**src/rtl/usb_rx_deserializer_if.sv**
```systemverilog
// USB RX deserializer bus: serial bit input side and word/status output side.
// master drives the serial stream, slave is the deserializer.
interface usb_rx_deserializer_if #(
  parameter int DATA_WIDTH = 8,
  parameter int HIST_DEPTH = 3
);
  localparam int CW = $clog2(DATA_WIDTH + 1);

  logic                           clear;
  logic                           shift_enable;
  logic                           d_in;
  logic [DATA_WIDTH-1:0]          rx_data;
  logic                           rx_data_valid;
  logic [DATA_WIDTH*HIST_DEPTH-1:0] rx_history;
  logic                           stuff_skip;
  logic                           stuff_error;
  logic [CW-1:0]                  bit_count;

  modport master (
    output clear, shift_enable, d_in,
    input  rx_data, rx_data_valid, rx_history,
    input  stuff_skip, stuff_error, bit_count
  );

  modport slave (
    input  clear, shift_enable, d_in,
    output rx_data, rx_data_valid, rx_history,
    output stuff_skip, stuff_error, bit_count
  );
endinterface

```
**src/rtl/usb_rx_deserializer.sv**
```systemverilog
// USB RX deserializer: bit destuffing, word assembly, history window.
// Stuff bits are removed before the word shifter; ones run spans words.
module usb_rx_deserializer #(
  parameter int DATA_WIDTH = 8,
  parameter int HIST_DEPTH = 3,
  parameter int MAX_ONES   = 6,
  parameter bit LSB_FIRST  = 1'b1
) (
  input logic clk,
  input logic rst,
  usb_rx_deserializer_if.slave rx
);
  localparam int CW = $clog2(DATA_WIDTH + 1);
  localparam int OW = $clog2(MAX_ONES + 1);
  localparam int HW = DATA_WIDTH * HIST_DEPTH;

  logic [DATA_WIDTH-1:0] sreg;
  logic [DATA_WIDTH-1:0] word_nxt;
  logic [DATA_WIDTH-1:0] data_q;
  logic [HW-1:0]         hist;
  logic [HW-1:0]         hist_nxt;
  logic [CW-1:0]         bcnt;
  logic [OW-1:0]         ones;
  logic                  valid_q;
  logic                  skip_q;
  logic                  err_q;
  logic                  stuff_pos;
  logic                  word_done;

  // next word image, shifted history and bit classification
  always_comb begin
    word_nxt = '0;
    if (LSB_FIRST)
      word_nxt = {rx.d_in, sreg[DATA_WIDTH-1:1]};
    else
      word_nxt = {sreg[DATA_WIDTH-2:0], rx.d_in};
    hist_nxt = hist << DATA_WIDTH;
    hist_nxt[DATA_WIDTH-1:0] = word_nxt;
    stuff_pos = (ones == OW'(MAX_ONES));
    word_done = (bcnt == CW'(DATA_WIDTH - 1));
  end

  // destuff, assemble and publish words; clear keeps rx_data
  always_ff @(posedge clk) begin
    if (rst) begin
      sreg    <= '0;
      data_q  <= '0;
      hist    <= '0;
      bcnt    <= '0;
      ones    <= '0;
      valid_q <= 1'b0;
      skip_q  <= 1'b0;
      err_q   <= 1'b0;
    end else begin
      valid_q <= 1'b0;
      skip_q  <= 1'b0;
      if (rx.clear) begin
        sreg  <= '0;
        hist  <= '0;
        bcnt  <= '0;
        ones  <= '0;
        err_q <= 1'b0;
      end else if (rx.shift_enable) begin
        if (stuff_pos) begin
          ones <= '0;
          if (rx.d_in)
            err_q <= 1'b1;
          else
            skip_q <= 1'b1;
        end else begin
          sreg <= word_nxt;
          ones <= rx.d_in ? ones + OW'(1) : '0;
          if (word_done) begin
            bcnt    <= '0;
            data_q  <= word_nxt;
            hist    <= hist_nxt;
            valid_q <= 1'b1;
          end else begin
            bcnt <= bcnt + CW'(1);
          end
        end
      end
    end
  end

  assign rx.rx_data       = data_q;
  assign rx.rx_data_valid = valid_q;
  assign rx.rx_history    = hist;
  assign rx.stuff_skip    = skip_q;
  assign rx.stuff_error   = err_q;
  assign rx.bit_count     = bcnt;
endmodule
```
**src/flat_wrapper.sv**
```systemverilog
// flat-port wrapper written by rule: the top's interface ports become plain ports
module usb_rx_deserializer_flat 
#(
  parameter int DATA_WIDTH = 8,
  parameter int HIST_DEPTH = 3,
  parameter int MAX_ONES   = 6,
  parameter bit LSB_FIRST  = 1'b1
)
  (clk, rst, rx_clear, rx_shift_enable, rx_d_in, rx_rx_data, rx_rx_data_valid, rx_rx_history, rx_stuff_skip, rx_stuff_error, rx_bit_count);
  usb_rx_deserializer_if #(.DATA_WIDTH(DATA_WIDTH), .HIST_DEPTH(HIST_DEPTH)) rx_i ();
  input logic clk;
  input logic rst;
  input wire logic [$bits(rx_i.clear)-1:0] rx_clear;
  input wire logic [$bits(rx_i.shift_enable)-1:0] rx_shift_enable;
  input wire logic [$bits(rx_i.d_in)-1:0] rx_d_in;
  output wire logic [$bits(rx_i.rx_data)-1:0] rx_rx_data;
  output wire logic [$bits(rx_i.rx_data_valid)-1:0] rx_rx_data_valid;
  output wire logic [$bits(rx_i.rx_history)-1:0] rx_rx_history;
  output wire logic [$bits(rx_i.stuff_skip)-1:0] rx_stuff_skip;
  output wire logic [$bits(rx_i.stuff_error)-1:0] rx_stuff_error;
  output wire logic [$bits(rx_i.bit_count)-1:0] rx_bit_count;
  assign rx_i.clear = rx_clear;
  assign rx_i.shift_enable = rx_shift_enable;
  assign rx_i.d_in = rx_d_in;
  assign rx_rx_data = rx_i.rx_data;
  assign rx_rx_data_valid = rx_i.rx_data_valid;
  assign rx_rx_history = rx_i.rx_history;
  assign rx_stuff_skip = rx_i.stuff_skip;
  assign rx_stuff_error = rx_i.stuff_error;
  assign rx_bit_count = rx_i.bit_count;
  usb_rx_deserializer #(.DATA_WIDTH(DATA_WIDTH), .HIST_DEPTH(HIST_DEPTH), .MAX_ONES(MAX_ONES), .LSB_FIRST(LSB_FIRST)) u_core (.clk(clk), .rst(rst), .rx(rx_i));
endmodule
```
**config.mk**
```make
export PLATFORM = sky130hd
export DESIGN_NAME = usb_rx_deserializer_flat
export DESIGN_NICKNAME = d
export VERILOG_FILES = /design/src/rtl/usb_rx_deserializer_if.sv /design/src/rtl/usb_rx_deserializer.sv /design/src/flat_wrapper.sv
export SDC_FILE = /design/constraint.sdc
export NUM_CORES = 1
export LEC_CHECK = 0
export CAP_MARGIN = 30
export CELL_PAD_IN_SITES_DETAIL_PLACEMENT = 1
export CELL_PAD_IN_SITES_GLOBAL_PLACEMENT = 1
export CORE_MARGIN = 4
export CORE_UTILIZATION = 39
export CTS_CLUSTER_SIZE = 28
export DETAILED_ROUTE_END_ITERATION = 12
export PLACE_DENSITY = 0.84
export SKIP_CTS_REPAIR_TIMING = 1
export SYNTH_ARGS = -nofsm -noshare
export SYNTH_HDL_FRONTEND = slang
export SYNTH_SLANG_ARGS = --single-unit
```
**constraint.sdc**
```tcl
create_clock -name clk -period 2.7 [get_ports clk]
set_input_delay 0.54 -clock clk [delete_from_list [all_inputs] [get_ports clk]]
set_output_delay 0.54 -clock clk [all_outputs]
set_load 0.01 [all_outputs]
```
# == Yosys cells after proc, flatten, opt, wreduce, memory -nomap -nowiden ==
# Cells that the tools add are included.
# word_totals
regBits,50
in_bits,5
out_inout_bits,39
elab_cells,27
# classes
n_addsub,2
n_eq_ne,2
n_mux,5
n_bitwise,3
n_reduce_logical,7
# op_table
cell,n
$reduce_or A4 Y1,2
$mux W3,2
$reduce_and A3 Y1,2
$add A4 B1 Y4 const B,1
$eq A4 B3 Y1 const B,1
$mux W4,1
$reduce_and A4 Y1,1
$add A3 B1 Y3 const B,1
$eq A3 B3 Y1 const B,1
$not A1 Y1,3
$mux W1,2
$reduce_and A2 Y1,1
$reduce_or A2 Y1,1

# == Depth between registers and ports, before layout ==
# depth
word_depth,3
mapped_depth,8
mapped_depth_nobuf,5

# == Least setup slack after synthesis ==
# Ideal clock, no wire load.
# synth_path
path_type,register to register
from,register u_core.ones[0]
to,register u_core.hist[9] (netlist: u_core.rx.rx_history[9])
setup_time_ps,72
arrival_ps,1474
t_required_ps,2628
path_slack_ps,1155
path_stages_with_launch,9
n_path_buf,3
period_less_slack_ps,1545
cell_sequence,dfxtp_1 > inv_1 > ha_1 > a21boi_2 > buf_6 > and2_1 > buf_6 > buf_6 > mux2i_1
# synth_between
elab_chain_len,3
# synth_rtl
element,line,text
from (decl),usb_rx_deserializer.sv:23,logic [OW-1:0] ones;
from (signal assigned),usb_rx_deserializer.sv:72,ones <= rx.d_in ? ones + OW'(1) : '0;
$eq A3 B3 Y1,usb_rx_deserializer.sv:39,stuff_pos = (ones == OW'(MAX_ONES));
$not A1 Y1 (no line),--,
$reduce_and A3 Y1 (no line),--,
to (signal assigned),usb_rx_deserializer.sv:76,hist <= hist_nxt;
to (decl),usb_rx_deserializer.sv:20,logic [HW-1:0] hist;
# Every way passes these cells.
# A chain may end at the register's enable or synchronous reset.

# == Final worst setup path ==
# layout_path
from,register u_core.bcnt[0] (netlist: u_core.rx.bit_count[0])
to,register u_core.hist[23] (netlist: u_core.rx.rx_history[23])
# layout_between
elab_chain_len,2
# layout_rtl
element,line,text
from (decl),usb_rx_deserializer.sv:22,logic [CW-1:0] bcnt;
from (signal assigned),usb_rx_deserializer.sv:79,bcnt <= bcnt + CW'(1);
$eq A4 B3 Y1,usb_rx_deserializer.sv:40,word_done = (bcnt == CW'(DATA_WIDTH - 1));
$reduce_and A3 Y1 (no line),--,
# Every way passes these cells.

==> results.md <==
* Max_slew headroom at 74.2%
* Clock Sinks at 49
* Most common cell after layout, fill and taps aside: dfxtp_1
* DRT iter0 DRCs at 71
* CTS max path bufs at 2
* Mapped Nets at 202
* Yosys warning total at 0
* Inst Count DP at 281
* Vias in the first global route at 1513
* Seq/Total Area, Yosys at 52.8%
* Status: finished clean
* Row count at 24
* Slew Viols, Final at 0
* Final period util at 68.1%
* GPL Wtd Cong at 0.784
* I/O Pins at 44
* Vias per inst at 5.19
* Die outline width at 77 µm
* Fmax at 0.544 GHz
* Pwr dens at 495 nW/µm²
* Fillers at 524
* WS Path Type: flip-flop to flip-flop
* Hpwl dp at 3240 µm
* Final Setup Violations at 0
* ANT nets after route at 0
* Peak VDD IR at 297 µV
* RSZ-0062 raised after global routing: no
* Type of element launching the critical path: flip-flop
* Die area at 5930 µm²
* TritonRoute pass-1 iters at 4
* CP required at 2.93 ns
* # Max-Cap Violations at 0
* Post-synth ARST share at 0%
* P&R area growth vs syn at 29.6%
* Initial antenna violation count at 0
* DIE HEIGHT at 77 µm
* Post-Syn Area per Cell at 9.57 µm²
* Worst skew pair latency at 0.29 ns
* Clock-pin slew on the worst setup and hold paths at 0.09 ns
* H-tree depth at 2
* Post-synth top area share at 52.8%
* Vias at 1499
* Crit Path Max Fanout at 13
* Hold Path Class: flip-flop to flip-flop
* DRC errors left at 0
* Synth Flop Type: dfxtp_1
* Gr usage total at 15.4%
* Remaining Overflow, GRT at 0
* Layout Cells excl Fill at 289
* Most frequent cells in the layout: 49 x dfxtp_1, 43 x clkdlybuf4s50_1, 40 x nand2_1
* Core area at 4470 µm²
* Root Buffer: clkbuf_8
* Inserted Diodes at 0
* Port Buf Inserts at 43
* Final setup TNS at 0 ns
* Post-synth EDFFs at 0
* Drt wl/cell at 15.1 µm
* Fin nets at 244
* Crit path capture type: flip-flop
* Initial Utilization at 41.5%
* Critical path arrival at 2.07 ns
* Yosys reg bits at 49
* Pin count of the biggest net entering global routing at 33
* Fin crit period at 1.84 ns
* CTS tree: yes
* Final hold violations at 0
* CTS buffer count at 5
* Routed wire length at 4350 µm
* Post-synthesis cell area at 1860 µm²
* Post-Syn Instances at 194
* Least-Margin Pin Slew at 0.387 ns
* Ranking of synthesized cells by area: dfxtp_1 53%, mux2i_1 9.2%, nand2_1 8.1%
* Fraction of layout cells with a size suffix above 1 at 7.17%
* Distinct cell type count after synthesis at 30
* Leakage at 0.850 nW
* Clock Skew at 0.00512 ns
* Cell taking the most area after synthesis: dfxtp_1
* First-pass GRT wire length at 7400 µm
## power by group
group	internal (mW)	switching, mW	total [mW]
registers	0.724	0.00274	0.727
logic	0.0182	0.0294	0.0476
clock network	0.183	0.236	0.418
## cells in the mapped netlist (2+ instances only)
master / n
inv_1: 3
nor3_1: 2
nor2_1: 2
ha_1: 3
clkbuf_1: 3
dfxtp_1: 49
o31ai_1: 2
o21ai_0: 18
nand2_1: 40
buf_6: 3
nand3_1: 4
nand2b_1: 9
nand4_1: 8
buf_2: 6
mux2i_1: 17
a21oi_1: 11
## state kept, by name, indices dropped and copies added, names as in the netlist
| signal | count |
|---|---|
| u_core.rx.rx_history | 24 |
| u_core.rx.rx_data | 8 |
| u_core.sreg | 7 |
| u_core.rx.bit_count | 4 |
| u_core.ones | 3 |
| u_core.rx.rx_data_valid | 1 |
| u_core.rx.stuff_error | 1 |
| u_core.rx.stuff_skip | 1 |
## worst paths after layout
check,start,cells past startpoint,slack [ns],to
max,u_core.rx.bit_count[0],5,0.86,u_core.rx.rx_history[23]
min,u_core.rx.rx_history[18],2,0.46,u_core.rx.rx_history[18]
max reg2reg,u_core.rx.bit_count[0],5,0.86,u_core.rx.rx_history[23]
min reg2reg,u_core.rx.rx_history[18],2,0.46,u_core.rx.rx_history[18]
## layer usage
| layer | vias to the layer above | track usage (%) | share of wire, % |
|---|---|---|---|
| li1 | 745 | - | - |
| met1 | 717 | 18.9 | 47 |
| met2 | 32 | 26.3 | 49 |
| met3 | 5 | 3.51 | 3.0 |
| met4 | 0 | 5.87 | 1.6 |
| met5 | - | 0 | 0 |
## metrics by stage
| stage | cell area [µm²] | worst slack, ns | hold slack [ns] | power, mW | util, % |
|---|---|---|---|---|---|
| 6_report | 2410 | 0.861 | 0.460 | 1.19 | 53.8 |
| 5_1_grt | 2410 | 0.678 | 0.493 | 1.24 | 53.8 |
| 4_1_cts | 2410 | 0.820 | 0.469 | 1.21 | 53.8 |
| 3_5_place_dp | 2320 | 0.591 | 0.456 | 0.791 | 51.8 |
| 3_3_place_gp | 2320 | 0.639 | 0.443 | 0.790 | 51.8 |
| 2_1_floorplan | 1860 | 1.15 | 0.437 | 0.774 | - |
## kinds of logic after synthesis
kind of cell / Yosys count / share of synthesized area, %
DFF: 49 / 52.8
xor gates and xnor gates: 1 / 0.472
muxes: 17 / 9.16
adders and majority gates: 3 / 2.02
and+or+nand+nor: 75 / 20.3
buffers and inverters: 15 / 4.65
AOI/OAI and AO/OA: 34 / 10.6
## cell type report
type,count,area [µm²],share of cell area (%)
clock inverters,2,15.0,0.624
well taps,52,65.1,2.70
clock buffers,6,72.6,3.01
inverters,3,11.3,0.468
repair buffers,47,473,19.6
multi-input cells,130,790,32.8
flip-flops and latches,49,981,40.7
## worst max-delay path: stages, from the launching register on
cell and delay [ns]:
dfxtp_1 0.42, ha_1 0.21, and3b_1 0.41, and2_1 0.37, buf_12 0.19, mux2i_1 0.18
Note: power is estimated with default switching activity, not from simulation.
